### config.mk
export PLATFORM = sky130hd
export DESIGN_NAME = flag_status_unit
export DESIGN_NICKNAME = d
export VERILOG_FILES = /design/src/rtl/flag_status_unit.sv
export SDC_FILE = /design/constraint.sdc
export NUM_CORES = 1
export LEC_CHECK = 0
export ABC_AREA = 1
export BUFFER_PORTS_ARGS = -buffer_cell sky130_fd_sc_hd__clkbuf_2
export CAP_MARGIN = 5
export CORE_UTILIZATION = 41
export DETAILED_ROUTE_END_ITERATION = 10
export GPL_TIMING_DRIVEN = 0
export PLACE_DENSITY_LB_ADDON = 0.12
export SETUP_SLACK_MARGIN = 0.2
export SYNTH_ARGS = -nofsm -noshare
export SYNTH_HDL_FRONTEND = slang
export SYNTH_SLANG_ARGS = --single-unit
### constraint.sdc
create_clock -name clk -period 1.85 [get_ports clk]
set_clock_uncertainty 0.15 [all_clocks]
set_input_delay 0.185 -clock clk [delete_from_list [all_inputs] [get_ports clk]]
set_output_delay 0.185 -clock clk [all_outputs]
set_load 0.01 [all_outputs]
### src/rtl/flag_status_unit.sv
// ============================================================================
// flag_status_unit -- {N,Z,C,V} status flags with a one-deep shadow register
// Revision 1.0 -- initial release
// ============================================================================
`default_nettype none

module flag_status_unit #(
  parameter int WIDTH = 32
) (
  input  logic             clk,
  input  logic             rst,
  input  logic             ex_valid,
  input  logic             ex_s,
  input  logic             ex_cond_pass,
  input  logic             ex_logic,
  input  logic [WIDTH-1:0] alu_res,
  input  logic             alu_c,
  input  logic             alu_v,
  input  logic             stall,
  input  logic             msr_we,
  input  logic [3:0]       msr_data,
  input  logic             save,
  input  logic             restore,
  output logic [3:0]       flags,
  output logic [3:0]       flags_fwd,
  output logic             shadow_valid,
  output logic             restore_err,
  output logic [15:0]      upd_cnt
);

  typedef enum logic [0:0] {
    ST_EMPTY = 1'b0,
    ST_SAVED = 1'b1
  } state_t;

  state_t      state_q, state_d;
  logic [3:0]  flags_q, flags_d;
  logic [3:0]  shadow_q, shadow_d;
  logic [15:0] cnt_q, cnt_d;
  logic        rerr_q, rerr_d;

  logic [3:0]  alu_flags;
  logic        alu_upd;
  logic        restore_ok;
  logic        restore_bad;
  logic        save_ok;

  // Logical ops leave C and V as they were.
  assign alu_flags = {alu_res[WIDTH-1],
                      (alu_res == '0),
                      ex_logic ? flags_q[1] : alu_c,
                      ex_logic ? flags_q[0] : alu_v};

  assign alu_upd     = ex_valid & ex_s & ex_cond_pass & ~stall;
  assign restore_ok  = restore & ~stall & (state_q == ST_SAVED);
  assign restore_bad = restore & ~stall & (state_q == ST_EMPTY);
  assign save_ok     = save & ~stall;

  always_comb begin
    flags_d  = flags_q;
    shadow_d = shadow_q;
    state_d  = state_q;
    cnt_d    = cnt_q;
    rerr_d   = restore_bad;

    // A restore with nothing saved does not win; the next event down does.
    if (!stall) begin
      if (restore_ok) begin
        flags_d = shadow_q;
      end else if (msr_we) begin
        flags_d = msr_data;
      end else if (alu_upd) begin
        flags_d = alu_flags;
        if (cnt_q != 16'hFFFF) begin
          cnt_d = cnt_q + 16'd1;
        end
      end
    end

    // Save captures pre-update flags; together with restore this is a swap.
    if (save_ok) begin
      shadow_d = flags_q;
      state_d  = ST_SAVED;
    end else if (restore_ok) begin
      state_d  = ST_EMPTY;
    end
  end

  always_ff @(posedge clk or negedge rst) begin
    if (!rst) begin
      state_q  <= ST_EMPTY;
      flags_q  <= 4'b0000;
      shadow_q <= 4'b0000;
      cnt_q    <= 16'd0;
      rerr_q   <= 1'b0;
    end else begin
      state_q  <= state_d;
      flags_q  <= flags_d;
      shadow_q <= shadow_d;
      cnt_q    <= cnt_d;
      rerr_q   <= rerr_d;
    end
  end

  assign flags        = flags_q;
  assign flags_fwd    = flags_d;
  assign shadow_valid = (state_q == ST_SAVED);
  assign restore_err  = rerr_q;
  assign upd_cnt      = cnt_q;

endmodule

`default_nettype wire
==> metrics.cfg <==
[outcome]
status=complete, no violations

[setup_path]
worstReg2RegEnd=upd_cnt[7]
cp_data_arrival_time_ns=1.45
cp-start-kind=register
startpoint=shadow_valid
timing.rr.start=upd_cnt[1]
reg2reg_slack_ns=0.14
crit_type=register to primary output
crit_path_max_fanout=6
r2r_cells=9
end_kind=primary output
critPathRequiredTime_ns=1.51

[clock_network]
h-tree-depth=1
cts_tree=yes
cts.sinks=26
cts-root-buf=clkbuf_8
path_clk_slew_ns=0.10
insertion_delay_ns=0.27
clk_path_buf_depth=2
cts_buffers=3

[logic_synthesis]
synth_cell_types=31
avgSynthCellArea_sq_um=7.94
postSynthNetCount=258
syn_inst=209
synth_warnings=0
ys_seq_elements=26
netlist_area_sq_um=1660
ys_seq_area_frac=0.392

[timing]
timing.final.crit_share=0.965
rsz0062_at_grt=true
final_max_slew_viol_count=0
relSlewSlack=0.561
finalSetupViolCount=0
fin_tns_setup_ns=0
period_minus_slack_ns=1.78
max_freq_mhz=560
finalHoldViolCount=0
tightestPinTransition_ns=0.658

[job]
maxCapViolCount=0

[place]
io_buffers=73
dp_hpwl_microns=3020
routabilityCongestion=0.800

[worst_hold_path]
hp-class=input port to register
min_to=flags[3]
min_from=msr_data[3]
whs_path_depth=3

[routing]
routed_wirelength_microns=4270
wl_per_cell_microns=12.2
drt_iter0_markers=70
firstDrtPassIters=4
drc_errors=0
vias=1674
vias_per_cell=4.77
antenna_left=0

[die]
dieWidth_microns=65.6
dieArea_sq_um=4300
core_area_sq_um=3770
io_pins=74
die-height_microns=65.6
start_util=0.440
fp-row-count=22

[global_routing]
grt_pass1_vias=1604
grt_max_degree=27
overflow=0
grt_first_pass_wirelength_microns=6800
antenna_found_initial=0
grt_usage=0.204

[finish]
num-fill-cells=340
diodes=0
nets=353
syn_to_final_growth_pct=46.7
drive_gt1_frac=0.462

[power]
p_per_area_nw_per_um2=760
p_total_w=0.00185
p_leak_nw=1.27
vdd_drop_max_mv=0.444

==> worst max-delay path by stage <==
stage	end	slack [ns]
floorplan	upd_cnt[7]	0.13
global placement	upd_cnt[7]	0.004
detailed placement	upd_cnt[7]	0.004
CTS	flags_fwd[0]	0.03
global route	flags_fwd[3]	-0.04
finish	flags_fwd[3]	0.07
==> stage by stage <==
stage           util  cell area (sq um)  setup WS (ns)  hold slack, ns  instances
6_report       0.645               2430         0.0651          0.0341        351
5_1_grt        0.645               2430        -0.0406          0.0405        351
4_1_cts        0.605               2280         0.0286          0.0320        346
3_5_place_dp   0.555               2090        0.00415           0.100        330
3_3_place_gp   0.555               2090        0.00420          0.0936        330
2_1_floorplan      -               1670          0.130          -0.261        209
==> flip-flops by register name, summed over array words and instances (netlist names) <==
| signal | flops |
|---|---|
| shadow_q | 4 |
| restore_err | 1 |
| flags | 4 |
| shadow_valid | 1 |
| upd_cnt | 16 |
==> metal layers <==
layer / part of all wire / track usage / vias to the layer above
met5: 0 / 0 / -
met4: 0.0096 / 0.0571 / 0
met3: 0.047 / 0.0295 / 5
met2: 0.48 / 0.343 / 57
met1: 0.46 / 0.269 / 757
li1: - / - / 855
==> synthesized netlist by cell type <==
cell      count  share of area
a22oi_1       2         0.0090
a31oi_1       2         0.0075
buf_12        1          0.012
dfrtp_1      26           0.39
ha_1          1         0.0075
inv_1        18          0.041
inv_2         4         0.0090
inv_4         1         0.0038
inv_8         1         0.0068
mux2_2        1         0.0068
nand2_1      55           0.12
nand2_2       2         0.0075
nand2_4       1         0.0068
nand2_8       1          0.012
nand3_1      13          0.039
nand3_2       2          0.012
nand3_4       1          0.011
nand3b_4      2          0.024
nand4_1       2         0.0075
nor2_1       30          0.068
nor2_2        1         0.0038
nor2_4        2          0.014
nor2_8        1          0.012
nor3_1        8          0.024
nor3_2        1         0.0060
o21ai_0       9          0.027
o21ai_2       5          0.026
o21bai_1      3          0.014
o22ai_1       2         0.0075
xnor2_1       3          0.016
xor2_1        8          0.042
==> critical path: stages (launching register included) <==
cell and delay (ns):
dfrtp_1 0.42, nand3_4 0.14, nand2_4 0.09, nor2_2 0.08, o21ai_1 0.07, a31oi_1 0.21, buf_2 0.17
==> cells by family after synthesis <==
kind of cell,Yosys count,synth area share
xor gates and xnor gates,11,0.0581
AOI/OAI and AO/OA,23,0.0912
buffers and inverters,25,0.0724
muxes,1,0.00679
and+or+nand+nor,122,0.372
DFF,26,0.392
adders and majority gates,1,0.00754
==> placed cells by master (no fill, tap or decap), types with 5 or more instances in the layout <==
cell type  netlist  layout
clkbuf_2         0      70
nand2_1         55      49
nor2_1          30      28
dfrtp_1         26      25
inv_1           18      17
buf_4            0      13
nand3_1         13      11
xor2_1           8       8
nand2_2          2       6
o21ai_0          9       6
inv_2            4       5
o21ai_2          5       5
==> report_power, final <==
group	internal (W)	switching, W
clock network	0.000290	0.000191
registers	0.000664	0.000103
logic	0.000284	0.000319
total	0.00124	0.000613
==> layout make-up <==
cell class | instances | area, sq um | share of cell area
Buffer | 1 | 20.0 | 0.00823
Clock buffer | 3 | 41.3 | 0.0170
Clock inverter | 1 | 30.0 | 0.0123
Inverter | 24 | 108 | 0.0442
Multi-Input combinational cell | 158 | 1000 | 0.412
Sequential cell | 26 | 652 | 0.268
Tap cell | 48 | 60.1 | 0.0247
Timing Repair Buffer | 90 | 520 | 0.214
==> timing repair <==
item / CTS / global route
hold buffers: 1 / 0
gates cloned: 0 / 1
endpoints found under the setup margin: 19 / 18
buffers inserted: 11 / 4
gates resized for setup: 5 / 29
pin swaps: 5 / 13
endpoints found under the hold margin: 26 / 0
(Power assumes the default switching activity.)
